## src/rtl/clk_step_ctrl.sv

```systemverilog
// clk_step_ctrl: clock-enable scheduler for the multicycle CPU.
//
// Everything runs on I_CLK. The CPU advances only in cycles where cpu_ce=1.
// The source of those pulses is selected by mode: halt, full speed, every
// DIV-th cycle, or one pulse per debounced push of step_btn. A halt latch
// set by the CPU overrides the selected mode until resume.
//
// Ports:
//   I_CLK     in   system clock, rising edge
//   rst       in   asynchronous active-high reset
//   mode      in   [1:0] 00 halt, 01 run, 10 divided, 11 single-step (async)
//   step_btn  in   raw step push-button (async)
//   cpu_halt  in   CPU halt level; its rising edge sets the halt latch
//   resume    in   one-cycle pulse clearing the halt latch
//   cpu_ce    out  CPU clock enable, one cycle per CPU cycle
//   O_CLK     out  heartbeat, toggles with every cpu_ce pulse
//   halted    out  halt latch
//   state     out  [1:0] effective mode (00 whenever halted)
//   cycle_cnt out  [CNT_W-1:0] number of cpu_ce pulses since reset
module clk_step_ctrl #(
    parameter int unsigned DIV   = 50000000,
    parameter int unsigned DEB   = 1000000,
    parameter int unsigned CNT_W = 32
) (
    input  logic             I_CLK,
    input  logic             rst,
    input  logic [1:0]       mode,
    input  logic             step_btn,
    input  logic             cpu_halt,
    input  logic             resume,
    output logic             cpu_ce,
    output logic             O_CLK,
    output logic             halted,
    output logic [1:0]       state,
    output logic [CNT_W-1:0] cycle_cnt
);

    localparam logic [1:0] ST_HALT = 2'b00;
    localparam logic [1:0] ST_RUN  = 2'b01;
    localparam logic [1:0] ST_DIV  = 2'b10;
    localparam logic [1:0] ST_STEP = 2'b11;

    localparam int unsigned DIV_W = $clog2(DIV);
    localparam int unsigned DEB_W = (DEB > 1) ? $clog2(DEB) : 1;
    localparam logic [DIV_W-1:0] DIV_LAST = DIV_W'(DIV - 1);
    localparam logic [DEB_W-1:0] DEB_LAST = DEB_W'(DEB - 1);

    logic [1:0]       mode_s1_q, mode_s2_q;
    logic             btn_s1_q, btn_s2_q;
    logic             halt_prev_q;
    logic             halted_q, halted_d;
    logic [1:0]       state_q, state_d;
    logic [DIV_W-1:0] div_cnt_q, div_cnt_d;
    logic [DEB_W-1:0] deb_cnt_q, deb_cnt_d;
    logic             deb_lvl_q, deb_lvl_d;
    logic             ce_q, ce_d;
    logic             oclk_q, oclk_d;
    logic [CNT_W-1:0] cyc_q, cyc_d;

    logic halt_rise;
    logic steady;
    logic div_hit;
    logic step_rise;

    always_comb begin
        halt_rise = cpu_halt & ~halt_prev_q;
        // A new halt edge beats a simultaneous resume.
        halted_d  = halt_rise | (halted_q & ~resume);

        // state_d is next cycle's effective mode; state_q is this cycle's.
        state_d = (halted_d || (mode_s2_q == ST_HALT)) ? ST_HALT : mode_s2_q;
        steady  = (state_d == state_q);

        // Debounce: count consecutive cycles that disagree with the
        // accepted level; any agreeing cycle restarts the count.
        deb_lvl_d = deb_lvl_q;
        deb_cnt_d = '0;
        if (btn_s2_q != deb_lvl_q) begin
            if (deb_cnt_q == DEB_LAST) begin
                deb_lvl_d = btn_s2_q;
            end else begin
                deb_cnt_d = deb_cnt_q + DEB_W'(1);
            end
        end
        // The debouncer runs in every mode, so a button already held when
        // STEP is entered has no rising edge left to report.
        step_rise = deb_lvl_d & ~deb_lvl_q;

        // The divider restarts at 0 on every mode change and stays at 0
        // outside DIV; the pulse lands DIV cycles after entry.
        div_hit   = (div_cnt_q == DIV_LAST);
        div_cnt_d = '0;
        if (steady && (state_d == ST_DIV) && !div_hit) begin
            div_cnt_d = div_cnt_q + DIV_W'(1);
        end

        case (state_d)
            ST_RUN:  ce_d = 1'b1;
            ST_DIV:  ce_d = div_hit;
            ST_STEP: ce_d = step_rise;
            default: ce_d = 1'b0;
        endcase
        // No pulse in the cycle the effective mode changes.
        ce_d = ce_d & steady;

        oclk_d = oclk_q ^ ce_d;
        cyc_d  = cyc_q + CNT_W'(ce_d);
    end

    always_ff @(posedge I_CLK or posedge rst) begin
        if (rst) begin
            mode_s1_q   <= '0;
            mode_s2_q   <= '0;
            btn_s1_q    <= 1'b0;
            btn_s2_q    <= 1'b0;
            halt_prev_q <= 1'b0;
            halted_q    <= 1'b0;
            state_q     <= ST_HALT;
            div_cnt_q   <= '0;
            deb_cnt_q   <= '0;
            deb_lvl_q   <= 1'b0;
            ce_q        <= 1'b0;
            oclk_q      <= 1'b0;
            cyc_q       <= '0;
        end else begin
            mode_s1_q   <= mode;
            mode_s2_q   <= mode_s1_q;
            btn_s1_q    <= step_btn;
            btn_s2_q    <= btn_s1_q;
            halt_prev_q <= cpu_halt;
            halted_q    <= halted_d;
            state_q     <= state_d;
            div_cnt_q   <= div_cnt_d;
            deb_cnt_q   <= deb_cnt_d;
            deb_lvl_q   <= deb_lvl_d;
            ce_q        <= ce_d;
            oclk_q      <= oclk_d;
            cyc_q       <= cyc_d;
        end
    end

    assign cpu_ce    = ce_q;
    assign O_CLK     = oclk_q;
    assign halted    = halted_q;
    assign state     = state_q;
    assign cycle_cnt = cyc_q;

endmodule

```

## config.mk

```make
export PLATFORM = sky130hd
export DESIGN_NAME = clk_step_ctrl
export DESIGN_NICKNAME = d
export VERILOG_FILES = /design/src/rtl/clk_step_ctrl.sv
export SDC_FILE = /design/constraint.sdc
export NUM_CORES = 1
export LEC_CHECK = 0
export ABC_CLOCK_PERIOD_IN_PS = 7240
export BUFFER_PORTS_ARGS = -buffer_cell sky130_fd_sc_hd__buf_4
export CAP_MARGIN = 0
export CORE_ASPECT_RATIO = 0.9
export CORE_MARGIN = 4
export CORE_UTILIZATION = 60
export DETAILED_ROUTE_END_ITERATION = 12
export GPL_TIMING_DRIVEN = 0
export PLACE_DENSITY = 0.87
export SLEW_MARGIN = 20
export SYNTH_ARGS = -nofsm -noshare
export SYNTH_HDL_FRONTEND = slang
export SYNTH_SLANG_ARGS = --single-unit
export TNS_END_PERCENT = 5
```

## constraint.sdc

```tcl
create_clock -name I_CLK -period 7.24 [get_ports I_CLK]
set_input_delay 0 -clock I_CLK [delete_from_list [all_inputs] [get_ports I_CLK]]
set_output_delay 0 -clock I_CLK [all_outputs]
set_load 0.01 [all_outputs]
```

### Word level (Yosys, flattened, before mapping)

Index checks and enable logic that the tools add are counted.

| word-level totals | value |
|---|---|
| register bits | 91 |
| word-level logic and storage cells | 44 |
| output and inout port bits | 37 |

| cells by class | value |
|---|---|
| add/sub/neg operators | 3 |
| equality and inequality tests | 7 |
| reduce and logical (&&, ||, !) cells | 5 |
| bitwise gates (word level) | 9 |
| multiplexer cells | 7 |

Operators with widths:

| cell | count |
|---|---|
| two-way mux 20 bit | 2 |
| adder 32 x 1 -> 32 bit | 1 |
| adder 26 x 1 -> 26 bit (second input constant) | 1 |
| == test 26 bit (second input constant) | 1 |
| two-way mux 26 bit | 1 |
| adder 20 x 1 -> 20 bit (second input constant) | 1 |
| == test 20 bit (second input constant) | 1 |
| AND 1 bit | 4 |
| == test 2 bit (second input constant) | 2 |
| NOT 1 bit | 3 |
| case mux 1 bit (3 select lines) | 1 |
| == test 2 x 1 -> 1 bit (second input constant) | 1 |
| == test 2 bit | 1 |
| logical AND 1 bit | 2 |
| logical NOT 2 bit | 1 |
| two-way mux 1 bit | 2 |
| two-way mux 2 bit | 1 |
| logical NOT 1 bit | 1 |
| logical OR 1 bit | 1 |
| != test 1 bit | 1 |
| OR 1 bit | 1 |
| bitwise XOR 1 bit | 1 |

### Depth between registers and ports, before layout

Gate-level depths: netlist (run 1).

| depth | value |
|---|---|
| word-level depth | 9 |
| mapped depth | 12 |
| mapped depth without buffers | 10 |

### Least setup slack after synthesis (run 1)

Ideal clock, no wire load.

| path | value |
|---|---|
| path type | register to register |
| start | reg div_cnt_q[9] |
| end | reg cyc_q[15], in the netlist cycle_cnt[15] |
| arrival | 2.827 ns |
| stages on the path, launching flop included | 12 |
| slack | 4.288 ns |
| setup time | 0.125 ns |
| data required time | 7.115 ns |
| cell sequence | dfrtp_1 > and4bb_2 > nand4b_1 > or4_1 > a31oi_2 > ha_1 > and4_1 > and4_1 > clkbuf_1 > and2_1 > nand4_1 > xnor2_1 |

| on the way | value |
|---|---|
| cells in the longest elaborated chain, start to end | 4 |

RTL lines:

| what | line | RTL |
|---|---|---|
| start: declaration | 53 | `logic [DIV_W-1:0] div_cnt_q, div_cnt_d;` |
| start signal: assignment | 133 | `div_cnt_q <= div_cnt_d;` |
| == test 26 bit | 91 | `div_hit = (div_cnt_q == DIV_LAST);` |
| case mux 1 bit (3 select lines) | 97 | `case (state_d)` |
| AND 1 bit | 104 | `ce_d = ce_d & steady;` |
| named net ce_d | 56 | `logic ce_q, ce_d;` |
| adder 32 x 1 -> 32 bit | 107 | `cyc_d = cyc_q + CNT_W'(ce_d);` |
| named net cyc_d[15] | 58 | `logic [CNT_W-1:0] cyc_q, cyc_d;` |
| end signal: assignment | 138 | `cyc_q <= cyc_d;` |
| end: declaration | 58 |  |

The timed path passes the listed nets, and every way through them passes these cells.

### Worst setup path after layout (run 1)

| path | value |
|---|---|
| start | reg deb_cnt_q[7] |
| end | reg cyc_q[30], in the netlist cycle_cnt[30] |

| on the way | value |
|---|---|
| cells in the longest elaborated chain, start to end | 7 |

RTL lines:

| what | line | RTL |
|---|---|---|
| start: declaration | 54 | `logic [DEB_W-1:0] deb_cnt_q, deb_cnt_d;` |
| start signal: assignment | 134 | `deb_cnt_q <= deb_cnt_d;` |
| == test 20 bit | 79 | `if (deb_cnt_q == DEB_LAST) begin` |
| two-way mux 1 bit | 79 |  |
| two-way mux 1 bit | 78 | `if (btn_s2_q != deb_lvl_q) begin` |
| AND 1 bit | 87 | `step_rise = deb_lvl_d & ~deb_lvl_q;` |
| case mux 1 bit (3 select lines) | 97 |  |
| AND 1 bit | 104 |  |
| named net ce_d | 56 |  |
| adder 32 x 1 -> 32 bit | 107 |  |
| named net cyc_d[30] | 58 |  |

The timed path passes the listed nets, and every way through them passes these cells.

==> metrics.txt, run 1 <==
Hold Fails Final Rpt 0; Post-Syn Area 4149 um2; Vias per Instance 5.483; number of global-route vias before repair 3025; min Tclk post-route 3.687 ns; GR Util All Layers 21.04%; number of flops mapped to enable cells by yosys 0; CP delay by family, top simple AND/OR/NAND/NOR gates; slowest stage delay, CP 0.57 ns; pre-CTS setup slack 3.601 ns; sequential share of the synthesized area 54.89%; number of core rows 28; initial core utilization 62.33%; ant diodes 0; pin count of the biggest net entering global routing 56; combinational share of power 5.9%; # DRC 0; Worst-Skew Late Latency 0.36 ns; width of the die 95.66 um; top cells by area, synth dfrtp_1, xnor2_1, nor2_1, nand3_1, xor2_1; total setup buffers inserted after CTS 0; most frequent cells in the layout dfrtp_1, xnor2_1, nor2_1; Die Ht 86.89 um; First-pass DRT Iterations 4; Worst setup EP type register; Leakage 2.107 nW; die area 8311 um2; leading area contributor after synthesis dfrtp_1; hold-critical path depth 4; routed via count 2999; worst reg2reg endpoint cycle_cnt[30]$_DFF_PP0_; worst setup path class reg -> reg; FFs w/ async S/R, synth 100.0%; maxcap violations 0; status finished clean; setup tns final 0 ns; IO buf count 43; worst r2r src deb_cnt_q[7]$_DFF_PP0_; WL final 7.976 mm; final setup fails 0; Top FF cell, synth dfrtp_1; Synth Register Bits 91; Yosys cell types 34; post-route worst setup slack 3.553 ns; Critical Path Source Type register; Worst Path Arrival 3.94 ns; Sink Count 91; Final #Nets 463; Syn Nets 403; initial drt markers 124; hold path start resume; largest fanout on the critical path 10; FF-to-FF path depth 10; Simple-Gate Fraction of Synth Area 24.64%; Mapped Cells 392; min-delay worst type in -> reg; CTS tree done; Clk pwr share 39.1%; Slew headroom 53.07%; core area 6656 um2; CTS clk-pin slew, worst paths 0.09 ns; RSZ-0062 raised after global routing no; H-tree Lvls 3; Clock Path Buffers 2; Detail Placement HPWL 5.502 mm; most common cell after layout, fill and taps aside dfrtp_1; I/O pins 44; largest family of logic cells by synthesized area simple AND/OR/NAND/NOR gates; sw power 0.0002185 W; skew final 0.01083 ns; Post-Synth XOR/XNOR Area 16.04%; area delta synth->final 17.88%; share of layout cells above drive strength 1 15.75%; Sw Ratio 22.40%; Ys Warns 0; top cell type's share of synthesized area 54.89%; Slowest-stage cell, CP or4b_1; Adder-Cell Fraction of Synth Area 1.206%; FMAX 271.2 MHz; hold endpoint halted$_DFF_PP0_; clk root buf clkbuf_8; syn avg cell area 10.58 um2; mux cell area share after synthesis 0.2714%; measured slew at the worst slew-check pin 0.7013 ns; cts bufs inserted 9; first-pass GRT wire length 13.74 mm; maximum vdd drop 0.0001568 V; internal cell power 0.0007568 W; WP data required 7.49 ns; final global-route overflow total 0; Compound-Gate Fraction of Synth Area 0.4825%; Reg2Reg Setup Slack 3.55 ns; GP Congestion 0.8334; Pwr Density 199.4 nW/um2; period utilization 50.93%; CP Depth 10; initial antenna violation count 0; Max Slew Vio Count 0; Antenna Nets Post-Route 0; Sequential Power Share 55.1%; drt wl/cell 14.58 um; buffers and inverters on the worst path 0; crit-path cells or4b_1 > nor4_1 > nand3_1 > a31oi_2 > ha_1 > ha_1 > nand3_1 > nor2_1 > nand4_1 > xnor2_1
## cells in the mapped netlist (all sizes together) (2+ instances only)
master and n:
clkbuf 9, nor4 9, nand3 29, xor2 15
nor4b 2, and2 8, inv 15, or3 2
nor2 56, ha 4, nand2b 3, nand4 18
nor3b 2, or4 3, dfrtp 91, nand4b 2
nand2 22, nor3 15, and4 7, xnor2 61
and3 11, buf 2
## worst max-delay path by stage
| stage | end | from | slack, ns |
|---|---|---|---|
| global placement | cycle_cnt[15]$_DFF_PP0_ | deb_cnt_q[7]$_DFF_PP0_ | 3.70 |
| global route | cycle_cnt[15]$_DFF_PP0_ | deb_cnt_q[7]$_DFF_PP0_ | 3.35 |
| CTS | cycle_cnt[15]$_DFF_PP0_ | deb_cnt_q[7]$_DFF_PP0_ | 3.55 |
| floorplan | cycle_cnt[15]$_DFF_PP0_ | div_cnt_q[9]$_DFF_PP0_ | 4.29 |
| detailed placement | cycle_cnt[30]$_DFF_PP0_ | deb_cnt_q[7]$_DFF_PP0_ | 3.60 |
| finish | cycle_cnt[30]$_DFF_PP0_ | deb_cnt_q[7]$_DFF_PP0_ | 3.55 |
## logic make-up after synthesis
group	Yosys count
fa+ha+maj	4
buf+inv	26
xor+xnor	76
mux	1
simple gates	192
flops	91
compound gates	2
## what timing repair did
action                                 CTS  global route
hold buffers                             5             0
resized for setup                        0             0
endpoints found under the hold margin   41             0
## final cells by class
class                      count  area (um2)
buffer                        11       46.29
clock buffer                  11       141.4
clock inverter                 5       85.08
fill                         448        1765
inverter                      15       58.81
multi-input combinational    275        1769
sequential                    91        2277
tap                           90       112.6
timing repair buffer          49       400.4
## power groups by stage
stage          sequential [W]  clock, W  combinational (W)
6_report             0.000537  0.000381          0.0000574
3_3_place_gp         0.000546         0          0.0000528
3_5_place_dp         0.000547         0          0.0000567
4_1_cts              0.000537  0.000390          0.0000591
2_1_floorplan        0.000550         0          0.0000216
5_1_grt              0.000539  0.000412          0.0000648
## per-layer routing
| layer | track usage (%) | vias up | part of all wire (%) |
|---|---|---|---|
| met5 | 0 | - | 0 |
| li1 | - | 1453 | - |
| met3 | 5.877 | 14 | 4.4 |
| met2 | 34.34 | 63 | 49 |
| met1 | 27.51 | 1469 | 45 |
| met4 | 6.331 | 0 | 1.3 |
## worst reg2reg max path: cells and delay by family, from the launching register on
kind	cells	cell delay, ns
AND/OR/NAND/NOR	6	2.17
adder cells (fa/ha/maj)	2	0.51
flip-flops	1	0.45
AO/OA/AOI/OAI	1	0.31
XOR/XNOR	1	0.16
## state kept, by name, indices dropped and copies added, names as in the netlist
name         count
deb_cnt_q       20
halt_prev_q      1
halted           1
state            2
cycle_cnt       32
mode_s2_q        2
div_cnt_q       26
btn_s2_q         1
deb_lvl_q        1
cpu_ce           1
btn_s1_q         1
O_CLK            1
mode_s1_q        2
## stage by stage
step	hold WS [ns]	area (um2)	instances	power (W)	util [%]
floorplan	0.03143	4149	392	0.0005715	-
CTS	0.01523	4891	547	0.0009862	73.48
detailed placement	0.05665	4614	526	0.0006034	69.32
global placement	0.1091	4584	525	0.0005986	68.87
global route	0.03024	4891	547	0.001016	73.48
finish	0.02995	4891	547	0.0009753	73.48
(Power assumes the default switching activity.)
==> run 2, diff against run 1 <==
--- a/config.mk
+++ b/config.mk
@@ -5,15 +5,16 @@
 export SDC_FILE = /design/constraint.sdc
 export NUM_CORES = 1
 export LEC_CHECK = 0
-export ABC_CLOCK_PERIOD_IN_PS = 7240
+export ABC_AREA = 1
+export ABC_CLOCK_PERIOD_IN_PS = 3700
 export BUFFER_PORTS_ARGS = -buffer_cell sky130_fd_sc_hd__buf_4
 export CAP_MARGIN = 0
 export CORE_ASPECT_RATIO = 0.9
 export CORE_MARGIN = 4
-export CORE_UTILIZATION = 60
+export CORE_UTILIZATION = 59
 export DETAILED_ROUTE_END_ITERATION = 12
 export GPL_TIMING_DRIVEN = 0
-export PLACE_DENSITY = 0.87
+export PLACE_DENSITY = 0.85
 export SLEW_MARGIN = 20
 export SYNTH_ARGS = -nofsm -noshare
 export SYNTH_HDL_FRONTEND = slang
==> constraint.sdc (replaced) <==
create_clock -name I_CLK -period 3.7 [get_ports I_CLK]
set_input_delay 0 -clock I_CLK [delete_from_list [all_inputs] [get_ports I_CLK]]
set_output_delay 0 -clock I_CLK [all_outputs]
set_load 0.01 [all_outputs]
==> run 2 against run 1 <==
Against the previous run: combinational power rose to 2.7 times the previous value; wire length rose by 32%; sequential power rose by 99%; critical path depth rose by 9; critical path type unchanged; worst setup slack got worse by 3.1 ns; clock power rose by 95%; flip-flop and latch count did not move; maximum frequency rose by 15%; largest cell class unchanged.
==> metrics.txt, run 2 <==
measured slew at the worst slew-check pin 0.5364 ns; Worst setup EP type register; RSZ-0062 raised after global routing no; core area 7657 um2; final global-route overflow total 0; maxcap violations 0; Slowest-stage cell, CP dfrtp_1; number of flops mapped to enable cells by yosys 0; drt wl/cell 14.85 um; GR Util All Layers 24.20%; Die Ht 92.92 um; IO buf count 43; cts repair resizes 0; most frequent cell after synthesis nand2_1; WP data required 3.95 ns; sequential share of the synthesized area 48.17%; period utilization 86.64%; Placement Cell Area 5200 um2; CP delay by family, top simple AND/OR/NAND/NOR gates; Post-Syn Area 4727 um2; Critical Path Source Type register; ant diodes 0; clk root buf clkbuf_8; width of the die 102.4 um; CTS clk-pin slew, worst paths 0.10 ns; largest family of logic cells by synthesized area simple AND/OR/NAND/NOR gates; Ys Warns 0; slowest stage delay, CP 0.40 ns; Worst-Skew Late Latency 0.36 ns; setup tns final 0 ns; post-route cell area 5474 um2; cts bufs inserted 9; number of global-route vias before repair 3909; status finished clean; Antenna Nets Post-Route 0; Worst Path Arrival 3.46 ns; Detail Placement HPWL 7.599 mm; maximum vdd drop 0.0003247 V; Top FF cell, synth dfrtp_1; Final Util 71.49%; combinational share of power 7.9%; sw power 0.0004874 W; most common cell after layout, fill and taps aside nand2_1; Compound-Gate Fraction of Synth Area 3.309%; WL final 10.53 mm; skew final 0.01092 ns; Final #Nets 620; Sink Count 91; min-delay worst type in -> async; FMAX 311.9 MHz; I/O pins 44; Yosys cell types 36; Clock Path Buffers 2; internal cell power 0.001482 W; # DRC 0; Adder-Cell Fraction of Synth Area 1.059%; Clk pwr share 37.8%; Sw Ratio 24.76%; leading area contributor after synthesis dfrtp_1; crit-path cells ha_1 > nand3_2 > inv_1 > nand3_1 > nor2_2 > nand4_1 > nand3_1 > nand2_1 > inv_1 > ha_1 > ha_1 > inv_1 > nor2_4 > nand3_2 > nor2_2 > nand4_2 > nor2_1 > nand2_1 > xnor2_1; syn avg cell area 8.626 um2; GP Congestion 0.9123; top cells by area, synth dfrtp_1, nand2_1, nor2_1, xor2_1, inv_1; first-pass GRT wire length 18.24 mm; Syn Nets 559; Post-Synth XOR/XNOR Area 9.079%; pin count of the biggest net entering global routing 52; area delta synth->final 15.80%; Leakage 2.591 nW; worst setup path class reg -> reg; First-pass DRT Iterations 5; Hold Fails Final Rpt 0; number of core rows 30; largest fanout on the critical path 5; Sequential Power Share 54.4%; CTS tree done; die area 9510 um2; H-tree Lvls 3; mux cell area share after synthesis 0%; top cell type's share of synthesized area 48.17%; final setup fails 0; initial drt markers 298; Pwr Density 359.7 nW/um2; min Tclk post-route 3.206 ns; Synth Register Bits 91; Slew headroom 64.24%; share of layout cells above drive strength 1 16.80%; Mapped Cells 548; Vias per Instance 5.570; max FFs per register 32; initial core utilization 61.73%; routed via count 3949; top cells by count, synth nand2_1, dfrtp_1, nor2_1; Simple-Gate Fraction of Synth Area 32.19%; Max Slew Vio Count 0; initial antenna violation count 0; FFs w/ async S/R, synth 100.0%; buffers and inverters on the worst path 3; most frequent cells in the layout nand2_1, dfrtp_1, nor2_1
==> run 2: power groups by stage <==
stage	combinational [W]	clock [W]	sequential, W
after floorplan	0.0000616	0	0.00109
after global placement	0.000142	0	0.00109
after detailed placement	0.000153	0	0.00109
after CTS	0.000158	0.000756	0.00107
after global routing	0.000177	0.000801	0.00108
final	0.000155	0.000744	0.00107
==> run 2: path summary, 6_finish.rpt <==
kind                                   startpoint                       to  slack (ns)  cells after the start
max                        deb_cnt_q[0]$_DFF_PP0_  cycle_cnt[24]$_DFF_PP0_        0.49                     19
min                                           rst  cycle_cnt[24]$_DFF_PP0_        0.26                      3
max reg2reg                deb_cnt_q[0]$_DFF_PP0_  cycle_cnt[24]$_DFF_PP0_        0.49                     19
min reg2reg                mode_s1_q[0]$_DFF_PP0_   mode_s2_q[0]$_DFF_PP0_        0.36                      0
max in group asynchronous                     rst  div_cnt_q[10]$_DFF_PP0_        2.81                      4
min in group I_CLK                       step_btn       btn_s1_q$_DFF_PP0_        0.30                      2
==> run 2: stage by stage <==
stage          std cells  worst slack (ns)  hold slack, ns  total power [W]
2_1_floorplan        548             1.068         0.03143         0.001156
3_3_place_gp         687            0.3247          0.1120         0.001228
3_5_place_dp         688            0.5436         0.08509         0.001241
4_1_cts              709            0.5047          0.2625         0.001984
5_1_grt              709            0.1892          0.2741         0.002056
6_report             709            0.4941          0.2567         0.001969
==> run 2: cell families (layout without fill, tap and decap cells) <==
logic type	after synthesis	count (layout)
xor+xnor	49	49
buf+inv	76	141
simple gates	299	299
fa+ha+maj	4	4
compound gates	29	29
flops	91	91
==> run 2: final cells by class <==
cell class / instances / area, um2
sequential: 91 / 2277
fill: 563 / 2183
multi-input combinational: 381 / 2157
timing repair buffer: 50 / 410.4
inverter: 74 / 280.3
clock buffer: 10 / 127.6
tap: 96 / 120.1
clock inverter: 5 / 86.33
buffer: 2 / 15.01
==> run 2: per-layer routing <==
metal / track usage (%) / wire length [um]
met1: 33.30 / 4618
met3: 6.175 / 745
met4: 7.650 / 198
met2: 37.55 / 4968
met5: 0 / 0
==> run 2: worst register-to-register path, stage by stage (launching register included) <==
cell and delay (ns):
dfrtp_1 0.40, ha_1 0.22, nand3_2 0.19, inv_1 0.13, nand3_1 0.10, nor2_2 0.19
nand4_1 0.12, nand3_1 0.12, nand2_1 0.09, inv_1 0.12, ha_1 0.20, ha_1 0.20
inv_1 0.08, nor2_4 0.16, nand3_2 0.10, nor2_2 0.11, nand4_2 0.12, nor2_1 0.23
nand2_1 0.10, xnor2_1 0.13
==> run 2: repair_timing <==
| action | in CTS | in global routing |
|---|---|---|
| setup endpoints to repair | 0 | 0 |
| hold buffers | 6 | 0 |
| endpoints found under the hold margin | 45 | 0 |
| buffers inserted | 0 | 0 |
